--- config.mk ---
export PLATFORM = sky130hd
export DESIGN_NAME = force_release_override
export DESIGN_NICKNAME = d
export VERILOG_FILES = /design/src/rtl/force_release_pkg.sv /design/src/rtl/force_release_channel.sv /design/src/rtl/force_release_override.sv
export SDC_FILE = /design/constraint.sdc
export NUM_CORES = 1
export LEC_CHECK = 0
export CAP_MARGIN = 20
export CORE_MARGIN = 5
export CORE_UTILIZATION = 50
export CTS_CLUSTER_DIAMETER = 100
export DETAILED_ROUTE_END_ITERATION = 10
export GPL_TIMING_DRIVEN = 0
export PLACE_DENSITY_LB_ADDON = 0.15
export SYNTH_ARGS = -nofsm -noshare
export SYNTH_HDL_FRONTEND = slang
export SYNTH_SLANG_ARGS = --single-unit
--- constraint.sdc ---
create_clock -name clk -period 2.7 [get_ports clk]
set_input_delay 0.405 -clock clk [delete_from_list [all_inputs] [get_ports clk]]
set_output_delay 0.405 -clock clk [all_outputs]
set_load 0.01 [all_outputs]
--- src/rtl/force_release_pkg.sv ---
// Shared encodings for the debug-override stage: command opcodes and
// the per-channel override state.
package force_release_pkg;

  localparam int OP_W = 2;

  typedef enum logic [OP_W-1:0] {
    OP_NOP         = 2'b00,
    OP_FORCE       = 2'b01,
    OP_RELEASE     = 2'b10,
    OP_RELEASE_ALL = 2'b11
  } cmd_op_e;

  typedef enum logic [1:0] {
    ST_FREE   = 2'd0,
    ST_FORCED = 2'd1,
    ST_HELD   = 2'd2
  } chan_state_e;

endpackage

--- src/rtl/force_release_channel.sv ---
// One overridable channel: tracks the functional shadow value, the forced
// value and the FREE/FORCED/HELD state, and registers the consumer output.
module force_release_channel
  import force_release_pkg::*;
#(
  parameter int   WIDTH = 8,
  parameter logic MODE  = 1'b0
) (
  input  logic             clk,
  input  logic             rst,
  input  logic             func_valid,
  input  logic [WIDTH-1:0] func_data,
  input  logic             force_req,
  input  logic             release_req,
  input  logic [WIDTH-1:0] force_value,
  output logic [WIDTH-1:0] out_data,
  output logic             forced,
  output logic             held
);

  chan_state_e      state_q, state_d;
  logic [WIDTH-1:0] shadow_q, shadow_d;
  logic [WIDTH-1:0] force_val_q, force_val_d;
  logic [WIDTH-1:0] out_q, out_d;

  always_comb begin
    shadow_d    = func_valid ? func_data : shadow_q;
    state_d     = state_q;
    force_val_d = force_val_q;
    case (state_q)
      ST_FREE: begin
        if (force_req) begin
          state_d     = ST_FORCED;
          force_val_d = force_value;
        end
      end
      ST_FORCED: begin
        // A functional write alone never leaves FORCED; a register-like
        // release that coincides with one skips HELD and goes straight to FREE.
        if (force_req) begin
          force_val_d = force_value;
        end else if (release_req) begin
          state_d = (MODE && !func_valid) ? ST_HELD : ST_FREE;
        end
      end
      ST_HELD: begin
        if (force_req) begin
          state_d     = ST_FORCED;
          force_val_d = force_value;
        end else if (func_valid) begin
          state_d = ST_FREE;
        end
      end
      default: state_d = ST_FREE;
    endcase
    out_d = (state_d == ST_FREE) ? shadow_d : force_val_d;
  end

  always_ff @(posedge clk) begin
    if (rst) begin
      state_q     <= ST_FREE;
      shadow_q    <= '0;
      force_val_q <= '0;
      out_q       <= '0;
    end else begin
      state_q     <= state_d;
      shadow_q    <= shadow_d;
      force_val_q <= force_val_d;
      out_q       <= out_d;
    end
  end

  assign out_data = out_q;
  assign forced   = (state_q == ST_FORCED);
  assign held     = (state_q == ST_HELD);

endmodule

--- src/rtl/force_release_override.sv ---
// Debug-override stage: accepts FORCE/RELEASE commands through a two-cycle
// handshake and substitutes forced values on the registered channel outputs.
module force_release_override
  import force_release_pkg::*;
#(
  parameter int                  WIDTH        = 8,
  parameter int                  CHANNELS     = 4,
  parameter logic [CHANNELS-1:0] RELEASE_MODE = 4'b0101
) (
  input  logic                      clk,
  input  logic                      rst,
  input  logic [CHANNELS*WIDTH-1:0] func_data,
  input  logic [CHANNELS-1:0]       func_valid,
  input  logic                      cmd_valid,
  output logic                      cmd_ready,
  input  logic [OP_W-1:0]           cmd_op,
  input  logic [3:0]                cmd_chan,
  input  logic [WIDTH-1:0]          cmd_value,
  output logic [CHANNELS*WIDTH-1:0] out_data,
  output logic [CHANNELS-1:0]       forced,
  output logic [CHANNELS-1:0]       held,
  output logic                      cmd_err
);

  localparam logic [4:0] CHAN_LIM = 5'(CHANNELS);

  logic    busy_q;
  logic    cmd_err_q, cmd_err_d;
  logic    accept;
  logic    chan_ok;
  cmd_op_e op;

  assign op        = cmd_op_e'(cmd_op);
  assign cmd_ready = !busy_q;
  assign accept    = cmd_valid && !busy_q;
  assign chan_ok   = ({1'b0, cmd_chan} < CHAN_LIM);

  // Out-of-range targets are consumed like any command but touch no channel.
  always_comb begin
    cmd_err_d = 1'b0;
    if (accept && ((op == OP_FORCE) || (op == OP_RELEASE)) && !chan_ok) begin
      cmd_err_d = 1'b1;
    end
  end

  always_ff @(posedge clk) begin
    if (rst) begin
      busy_q    <= 1'b0;
      cmd_err_q <= 1'b0;
    end else begin
      busy_q    <= accept;
      cmd_err_q <= cmd_err_d;
    end
  end

  assign cmd_err = cmd_err_q;

  generate
    for (genvar gi = 0; gi < CHANNELS; gi++) begin : g_chan
      logic hit;
      logic force_req;
      logic release_req;

      assign hit         = accept && chan_ok && (cmd_chan == 4'(gi));
      assign force_req   = hit && (op == OP_FORCE);
      assign release_req = (hit && (op == OP_RELEASE)) ||
                           (accept && (op == OP_RELEASE_ALL));

      force_release_channel #(
        .WIDTH (WIDTH),
        .MODE  (RELEASE_MODE[gi])
      ) u_chan (
        .clk         (clk),
        .rst         (rst),
        .func_valid  (func_valid[gi]),
        .func_data   (func_data[gi*WIDTH +: WIDTH]),
        .force_req   (force_req),
        .release_req (release_req),
        .force_value (cmd_value),
        .out_data    (out_data[gi*WIDTH +: WIDTH]),
        .forced      (forced[gi]),
        .held        (held[gi])
      );
    end
  endgenerate

endmodule

== Yosys cells after proc, flatten, opt, wreduce, memory -nomap -nowiden ==
Index checks and enable logic that the tools add are counted.

* Word-level logic and storage cells: 113
* Input bits: 53
* Output and inout bits: 42
* Bits in registers: 106

* Reduce and logical (&&, ||, !) cells: 37
* Muxes and demuxes: 43
* Order comparisons: 1
* Eq/ne operators: 14

{| class="wikitable"
|+ Operators with widths
! cell !! number
|-
| 2-to-1 mux 8 bit || 16
|-
| 2-to-1 mux 2 bit || 22
|-
| one-hot mux 2 bit (3 select lines) || 4
|-
| logical AND 1 bit || 17
|-
| zero test 2 bit || 8
|-
| == test 2 bit (second input constant) || 6
|-
| OR reduction 3 bit || 4
|-
| == test 2 x 1 -> 1 bit (second input constant) || 5
|-
| == test 4 x 2 -> 1 bit (second input constant) || 2
|-
| logical OR 1 bit || 5
|-
| == test 4 x 1 -> 1 bit (second input constant) || 1
|-
| zero test 4 bit || 1
|-
| less-than comparator 4 x 3 -> 1 bit (second input constant) || 1
|-
| zero test 1 bit || 2
|-
| 2-to-1 mux 1 bit || 1
|}

== Longest topological paths before layout ==
Gate-level depths: netlist (run 1).

* Depth in word-level cells: 11
* Depth in mapped cells: 9
* Depth with buffers taken out: 7

== Hierarchy ==
From an unflattened synthesis (run 1), not the netlist that was laid out.

* Cells, all modules: 398
* Area total of the unflattened synthesis: 4251.6 µm²

{| class="wikitable"
|+ By module, submodules not included
! module !! area each (µm²) !! cells each !! times used
|-
| force_release_channel at g_chan[0].u_chan ... || 1027.2 || 93 || 2
|-
| force_release_channel at g_chan[1].u_chan ... || 993.5 || 92 || 2
|-
| force_release_override || 210.2 || 28 || 1
|}

== Worst setup path before layout (run 1) ==
OpenSTA, ideal clock, no wires.

* Path type: in2reg
* Start point: input port cmd_chan[1]
* End point: register g_chan[0].u_chan.out_q[0]
* Buffers on the path: 1
* Arrival: 2.061 ns
* Path slack: 0.518 ns
* Setup time: 0.121 ns
* Stages on the path: 6
* Cell sequence: buf_6 -> nor4_1 -> nand2_1 -> a32o_1 -> a21oi_4 -> mux2_2

* Longest elaborated chain between the ends: 10
* Elaborated cells between the ends (all ways): 16
* Classes of those cells: order compare: 1; mux: 8; reduce/logical: 7

{| class="wikitable"
|+ RTL lines
! what !! line !! text
|-
| from (decl) || force_release_override.sv:17 || <nowiki>input logic [3:0] cmd_chan,</nowiki>
|-
| less-than comparator 4 x 3 -> 1 bit || force_release_override.sv:36 || <nowiki>assign chan_ok = ({1'b0, cmd_chan} < CHAN_LIM);</nowiki>
|-
| logical AND 1 bit || force_release_override.sv:64 || <nowiki>assign hit = accept && chan_ok && (cmd_chan == 4'(gi));</nowiki>
|-
| logical AND 1 bit * || force_release_override.sv:64 ||
|-
| logical AND 1 bit || force_release_override.sv:66 || <nowiki>assign release_req = (hit && (op == OP_RELEASE)) ||</nowiki>
|-
| logical OR 1 bit || force_release_override.sv:66 ||
|-
| 2-to-1 mux 2 bit || force_release_channel.sv:42 || <nowiki>end else if (release_req) begin</nowiki>
|-
| 2-to-1 mux 2 bit || force_release_channel.sv:40 || <nowiki>if (force_req) begin</nowiki>
|-
| one-hot mux 2 bit (3 select lines) || force_release_channel.sv:30 || <nowiki>case (state_q)</nowiki>
|-
| zero test 2 bit || force_release_channel.sv:56 || <nowiki>out_d = (state_d == ST_FREE) ? shadow_d : force_val_d;</nowiki>
|-
| 2-to-1 mux 8 bit * || force_release_channel.sv:56 ||
|-
| to (signal assigned) || force_release_channel.sv:69 || <nowiki>out_q <= out_d;</nowiki>
|-
| to (decl) || force_release_channel.sv:24 || <nowiki>logic [WIDTH-1:0] out_q, out_d;</nowiki>
|}

Every way passes the cells marked *; elsewhere a longest branch is shown, timed or not.
A chain may end at the register's enable or synchronous reset.

== Worst setup path after layout (run 1) ==
* Start point: input port cmd_chan[3]
* End point: register g_chan[3].u_chan.out_q[2]

* Longest elaborated chain between the ends: 10
* Elaborated cells between the ends (all ways): 16
* Classes of those cells: order compare: 1; eq/ne: 1; mux: 8; reduce/logical: 6

{| class="wikitable"
|+ RTL lines
! what !! line
|-
| less-than comparator 4 x 3 -> 1 bit || force_release_override.sv:36
|-
| logical AND 1 bit || force_release_override.sv:64
|-
| logical AND 1 bit * || force_release_override.sv:64
|-
| logical AND 1 bit || force_release_override.sv:66
|-
| logical OR 1 bit || force_release_override.sv:66
|-
| 2-to-1 mux 2 bit || force_release_channel.sv:42
|-
| 2-to-1 mux 2 bit || force_release_channel.sv:40
|-
| one-hot mux 2 bit (3 select lines) || force_release_channel.sv:30
|-
| zero test 2 bit || force_release_channel.sv:56
|-
| 2-to-1 mux 8 bit * || force_release_channel.sv:56
|-
| to (signal assigned) || force_release_channel.sv:69
|-
| to (decl) || force_release_channel.sv:24
|}

Marks and branches as above.

==> flow_summary.ini, run 1 <==
[global_route]
first_pass_grt_wire_length_um = 14900
antenna_found_initial = 0
grt_max_degree = 17
grt.overflow.total = 0
grt_pass1_vias = 3111
globalRouteTotalUtil_pct = 18.24

[synthesis]
ys_warn_count = 0
synth_seq_cells = 106
synth.avg_cell_area_um2 = 10.70
post-synth-top-area-fraction_pct = 50.99
library_cell_occupying_the_most_area_in_the_post_synthesis_netlist = sky130_fd_sc_hd__dfxtp_1
seq_area_frac_synth_pct = 50.99
synth.lib_cells_used.distinct = 42
mapped_nets = 445
netlist_top_cells_area = sky130_fd_sc_hd__dfxtp_1, sky130_fd_sc_hd__mux2i_1, sky130_fd_sc_hd__nor2_1
post_synth_inst_count = 389
post_synth_instance_area_um2 = 4161

[setup_path]
crit_start_category = primary input
timing.critical_path.required_ns = 2.98
cp.arrival_ns = 2.86
criticalPathCategory = in -> reg
worst_path_maximum_fanout = 10
critPathCaptureType = flop
worst_r2r_path_depth = 7

[power]
p_per_area_nw_per_um2 = 551.5
power_leakage_uw = 0.002375
irDropWorstVdd_v = 0.0003706

[drt]
drt_pass1_iterations = 4
drt_iter0_markers = 59
drt-vias-per-instance = 5.134
top_signal_layer_used = met4
wirelength_met1_um = 4138
route.final.wire_length_um = 9097
routedWlPerCell_um = 15.21
dr_wl_met3_um = 477
route.detailed.drc = 0
postRouteAntennaNets = 0
dr_wl_met2_um = 4423
detailroute.via_count = 3070

[min_path]
worst_hold_path.num_cells = 3
worst_hold_path_type = in -> reg

[layout]
fin_cells = 598
area.growth.synth_to_final_pct = 29.43
finish.net_count = 544
fillers = 683
regArea_um2 = 2122
mostFrequentLayoutCell = sky130_fd_sc_hd__dfxtp_1
multi_input_comb_area_um2 = 1859
drive_above_1_share_pct = 13.79
finalInstanceArea_um2 = 5386
most-common-layout-cells = sky130_fd_sc_hd__dfxtp_1, sky130_fd_sc_hd__clkdlybuf4s50_1, sky130_fd_sc_hd__nor2_1, sky130_fd_sc_hd__mux2i_1, sky130_fd_sc_hd__mux2_2
antenna_cells = 0

[floorplanning]
fp.coreArea_um2 = 8175
die_w_um = 101.2
initial_utilization_pct = 50.90
io-pin-count = 95
chipHeight_um = 101.2
placement_rows = 33
die_area_um2 = 10250

[clocking]
clk_pin_slew_ns = 0.09
tritoncts = built
postCtsHoldBufs = 0
clk-insertion-delay-late_ns = 0.35
level_count_of_the_clock_h_tree = 3
cts_sinks = 106
clock_tree.root_cell = sky130_fd_sc_hd__clkbuf_8
cts_buffers = 9
cts.repair_timing.setup_buffer_count = 0
clk_path_buf_depth = 2

[sta]
max_clock_freq_mhz = 388.0
finClkSkew_ns = 0.007536
layout_worst_path_cycle_share_pct = 95.46
finalMaxSlewViolations = 0
setup-violations-final = 0
finalHoldViolCount = 0
rsz_0062_raised_after_global_routing = false
worst-slew-pin-transition_ns = 0.7663
setup_tns_ns = 0
slew-limit-headroom_pct = 48.44
fin_crit_ns = 2.577

[placement]
placement.cell_area_um2 = 5174
io_buffers = 88
place.gp.congestion = 0.7655
hpwl_um = 6861
post-place-cells = 582

[run_status]
run_status = complete, no violations

[run]
max-cap-violations = 0
-- worst paths after layout --
check	startpoint	end	slack, ns
setup / recovery	cmd_chan[3]	g_chan[3].u_chan.out_data[2]	0.12
hold reg to reg	g_chan[1].u_chan.shadow_q[7]	g_chan[1].u_chan.shadow_q[7]	0.49
hold / removal	cmd_chan[1]	g_chan[1].u_chan.state_q[1]	0.42
setup reg to reg	busy_q	g_chan[3].u_chan.out_data[2]	0.32
-- cell type report --
class / count / area share, %
Tap cell: 105 / 2.439
Buffer: 28 / 3.182
Multi-Input combinational cell: 251 / 34.52
Clock inverter: 3 / 0.8827
Clock buffer: 13 / 2.950
Inverter: 4 / 0.2787
Timing Repair Buffer: 88 / 16.35
Sequential cell: 106 / 39.40
-- metal layers --
metal | vias to the layer above | global-route usage (%)
met5 | - | 0
met4 | 0 | 5.624
met3 | 6 | 3.099
met2 | 75 | 31.14
met1 | 1464 | 23.61
li1 | 1525 | -
-- registers in the layout, summed over array words and instances, names as in the netlist --
signal                     flops
busy_q                         1
g_chan.u_chan.state_q          8
g_chan.u_chan.force_val_q     32
g_chan.u_chan.shadow_q        32
g_chan.u_chan.out_data        32
cmd_err                        1
-- cells in the mapped netlist (all sizes together) --
library cell	number
inv	4
buf	17
a22oi	1
and3b	5
nand3	3
or3	1
nand4	2
nor3b	2
a31o	2
o211ai	2
clkbuf	11
or3b	1
a31oi	1
ha	3
a211oi	8
mux2i	64
nor4b	2
or4b	1
nor2	74
o21bai	1
nand2	10
nand3b	1
o21ai	2
and2b	1
a2111o	2
a21oi	9
nor2b	21
mux2	24
nor4	2
nor3	4
a32o	2
dfxtp	106
-- logic make-up after synthesis --
kind of cell	after synthesis	share of synthesized area, %
and+or+nand+nor	130	15.88
DFF	106	50.99
muxes	88	21.89
buffers and inverters	32	4.480
AOI/OAI and AO/OA	30	5.863
adders and majority gates	3	0.9021
-- metrics by stage --
stage	util, %	worst slack, ns	total power [µW]	hold slack [ns]
6_report	65.89	0.1225	2971	0.4192
5_1_grt	65.89	0.03955	3104	0.4701
4_1_cts	65.81	0.1562	3001	0.4064
3_5_place_dp	63.28	-0.2044	2011	0.4713
3_3_place_gp	63.28	-0.1772	2003	0.4627
2_1_floorplan	-	0.5184	1831	0.4487
-- power breakdown --
group | leakage (µW) | internal, µW | switching [µW]
combinational | 0.00140 | 185 | 149
clock | 0.000104 | 485 | 513
sequential | 0.000867 | 1620 | 16.6
total | 0.00238 | 2290 | 678
-- critical path: stages --
cell,delay (ns)
sky130_fd_sc_hd__clkdlybuf4s50_1,0.49
sky130_fd_sc_hd__or4b_1,0.52
sky130_fd_sc_hd__buf_2,0.18
sky130_fd_sc_hd__a2111o_1,0.28
sky130_fd_sc_hd__buf_2,0.22
sky130_fd_sc_hd__nand4_2,0.25
sky130_fd_sc_hd__mux2_2,0.38
sky130_fd_sc_hd__nor2_1,0.12
-- timing repair --
item | in CTS | in global routing
resized for setup | 0 | 1
endpoints found under the hold margin | 0 | 0
endpoints found under the setup margin | 0 | 6
No activity file was read; power rests on OpenSTA's default activity.
==> inputs of run 2 (changes only) <==
--- a/config.mk
+++ b/config.mk
@@ -8,7 +8,7 @@
 export CAP_MARGIN = 20
 export CORE_MARGIN = 5
 export CORE_UTILIZATION = 50
-export CTS_CLUSTER_DIAMETER = 100
+export CTS_CLUSTER_DIAMETER = 30
 export DETAILED_ROUTE_END_ITERATION = 10
 export GPL_TIMING_DRIVEN = 0
 export PLACE_DENSITY_LB_ADDON = 0.15
==> constraint.sdc (replaced) <==
create_clock -name clk -period 2.7 [get_ports clk]
set_input_delay 0.405 -clock clk [delete_from_list [all_inputs] [get_ports clk]]
set_output_delay 0.405 -clock clk [all_outputs]
set_load 0.1 [all_outputs]
==> run 2 against run 1 <==
Net effect: critical path depth down 5; worst hold slack about the same; count of clock-buffer cells in the layout unchanged; highest routed layer unchanged; clock power barely moved; sequential power barely moved.
==> flow_summary.ini, run 2 (synthesized netlist as in run 1, its figures left out) <==
[drt]
routedWlPerCell_um = 15.23
postRouteAntennaNets = 0
route.final.wire_length_um = 9106
detailroute.via_count = 3071
route.detailed.drc = 0
drt_iter0_markers = 59
drt-vias-per-instance = 5.135
drt_pass1_iterations = 4

[clocking]
postCtsHoldBufs = 0
clk-insertion-delay-late_ns = 0.35
clk_path_buf_depth = 2
cts_buffers = 9
cts_sinks = 106
tritoncts = built
level_count_of_the_clock_h_tree = 3
cts.repair_timing.setup_buffer_count = 0
clock_tree.root_cell = sky130_fd_sc_hd__clkbuf_8
clk_pin_slew_ns = 0.09
cts_resized = 2

[layout]
mostFrequentLayoutCell = sky130_fd_sc_hd__dfxtp_1
fin_cells = 598
finish.net_count = 544
area.growth.synth_to_final_pct = 29.49
antenna_cells = 0
multi_input_comb_area_um2 = 1859
fillers = 682
drive_above_1_share_pct = 13.79
regArea_um2 = 2122
most-common-layout-cells = sky130_fd_sc_hd__dfxtp_1, sky130_fd_sc_hd__clkdlybuf4s50_1, sky130_fd_sc_hd__nor2_1, sky130_fd_sc_hd__mux2i_1, sky130_fd_sc_hd__mux2_2

[setup_path]
criticalPathCategory = reg -> out
cp.arrival_ns = 2.18
timing.critical_path.required_ns = 2.30
worst_path_maximum_fanout = 5
critPathCaptureType = primary output
crit_start_category = flop

[power]
power_frac_clock_pct = 31.4
power_leakage_uw = 0.002422
power.share.sequential_pct = 51.6
total_switching_power_uw = 888.1
irDropWorstVdd_v = 0.0003959
power_switching_share_pct = 27.93
report.power.total_uw = 3180
power.share.combinational_pct = 17.1
p_per_area_nw_per_um2 = 590.0
internal_power_uw = 2292

[placement]
io_buffers = 88
hpwl_um = 6861
place.gp.congestion = 0.7655
post-place-cells = 582

[global_route]
antenna_found_initial = 0
grt_max_degree = 17
grt.overflow.total = 0
grt_pass1_vias = 3111
first_pass_grt_wire_length_um = 14900
globalRouteTotalUtil_pct = 18.24

[sta]
worst-slew-pin-transition_ns = 0.9888
layout_worst_path_cycle_share_pct = 95.92
slew-limit-headroom_pct = 33.87
finalHoldViolCount = 0
finClkSkew_ns = 0.007536
setup-violations-final = 0
hold_slack_ns = 0.4192
fin_crit_ns = 2.590
finalMaxSlewViolations = 0
max_clock_freq_mhz = 386.1
rsz_0062_raised_after_global_routing = false

[floorplanning]
io-pin-count = 95
chipHeight_um = 101.2
die_w_um = 101.2
initial_utilization_pct = 50.90
fp.coreArea_um2 = 8175
die_area_um2 = 10250
placement_rows = 33

[min_path]
worst_hold_path_type = in -> reg

[run_status]
run_status = complete, no violations

[run]
max-cap-violations = 0
==> run 2: layout make-up <==
cell class	instances	area share, %
clock buffer	13	2.949
sequential	106	39.38
clock inverter	3	0.8823
tap	105	2.438
inverter	4	0.2786
buffer	28	3.181
timing repair buffer	88	16.39
multi-input combinational	251	34.50
==> run 2: power groups by stage <==
stage	clock, µW	sequential [µW]	combinational [µW]
finish	997	1640	543
global route	1100	1650	571
CTS	1020	1640	546
detailed placement	0	1680	544
global placement	0	1670	538
floorplan	0	1890	151
==> run 2: metrics by stage <==
step                setup slack (ns)  utilization [%]  TNS [ns]  instance area [µm²]
floorplan                     0.5184                -         0                 4161
global placement             -0.1772            63.28    -3.108                 5174
detailed placement           -0.2044            63.28    -4.085                 5174
CTS                          0.04990            65.78         0                 5378
global route                 0.03238            65.92         0                 5389
finish                        0.1101            65.92         0                 5389
==> run 2: worst paths after layout <==
path                                                endpoint  slack, ns                         start  depth (start not counted)
worst min-delay path             g_chan[1].u_chan.state_q[1]       0.42                   cmd_chan[1]                          3
worst min register to register  g_chan[1].u_chan.shadow_q[7]       0.49  g_chan[1].u_chan.shadow_q[7]                          2
worst max-delay path                               forced[2]       0.11   g_chan[2].u_chan.state_q[0]                          3
worst max register to register  g_chan[3].u_chan.out_data[2]       0.32                        busy_q                          7
==> run 2: critical path, stage by stage (launching register included) <==
cell and delay, ns:
sky130_fd_sc_hd__dfxtp_1 0.40, sky130_fd_sc_hd__nor2b_1 0.18, sky130_fd_sc_hd__buf_4 0.13, sky130_fd_sc_hd__clkdlybuf4s50_1 1.12
==> run 2: metal layers <==
metal  part of all wire, %  global-route usage, %
met1                    45                  23.61
met2                    49                  31.14
met3                   5.4                  3.099
met4                  0.64                  5.624
met5                     0                      0
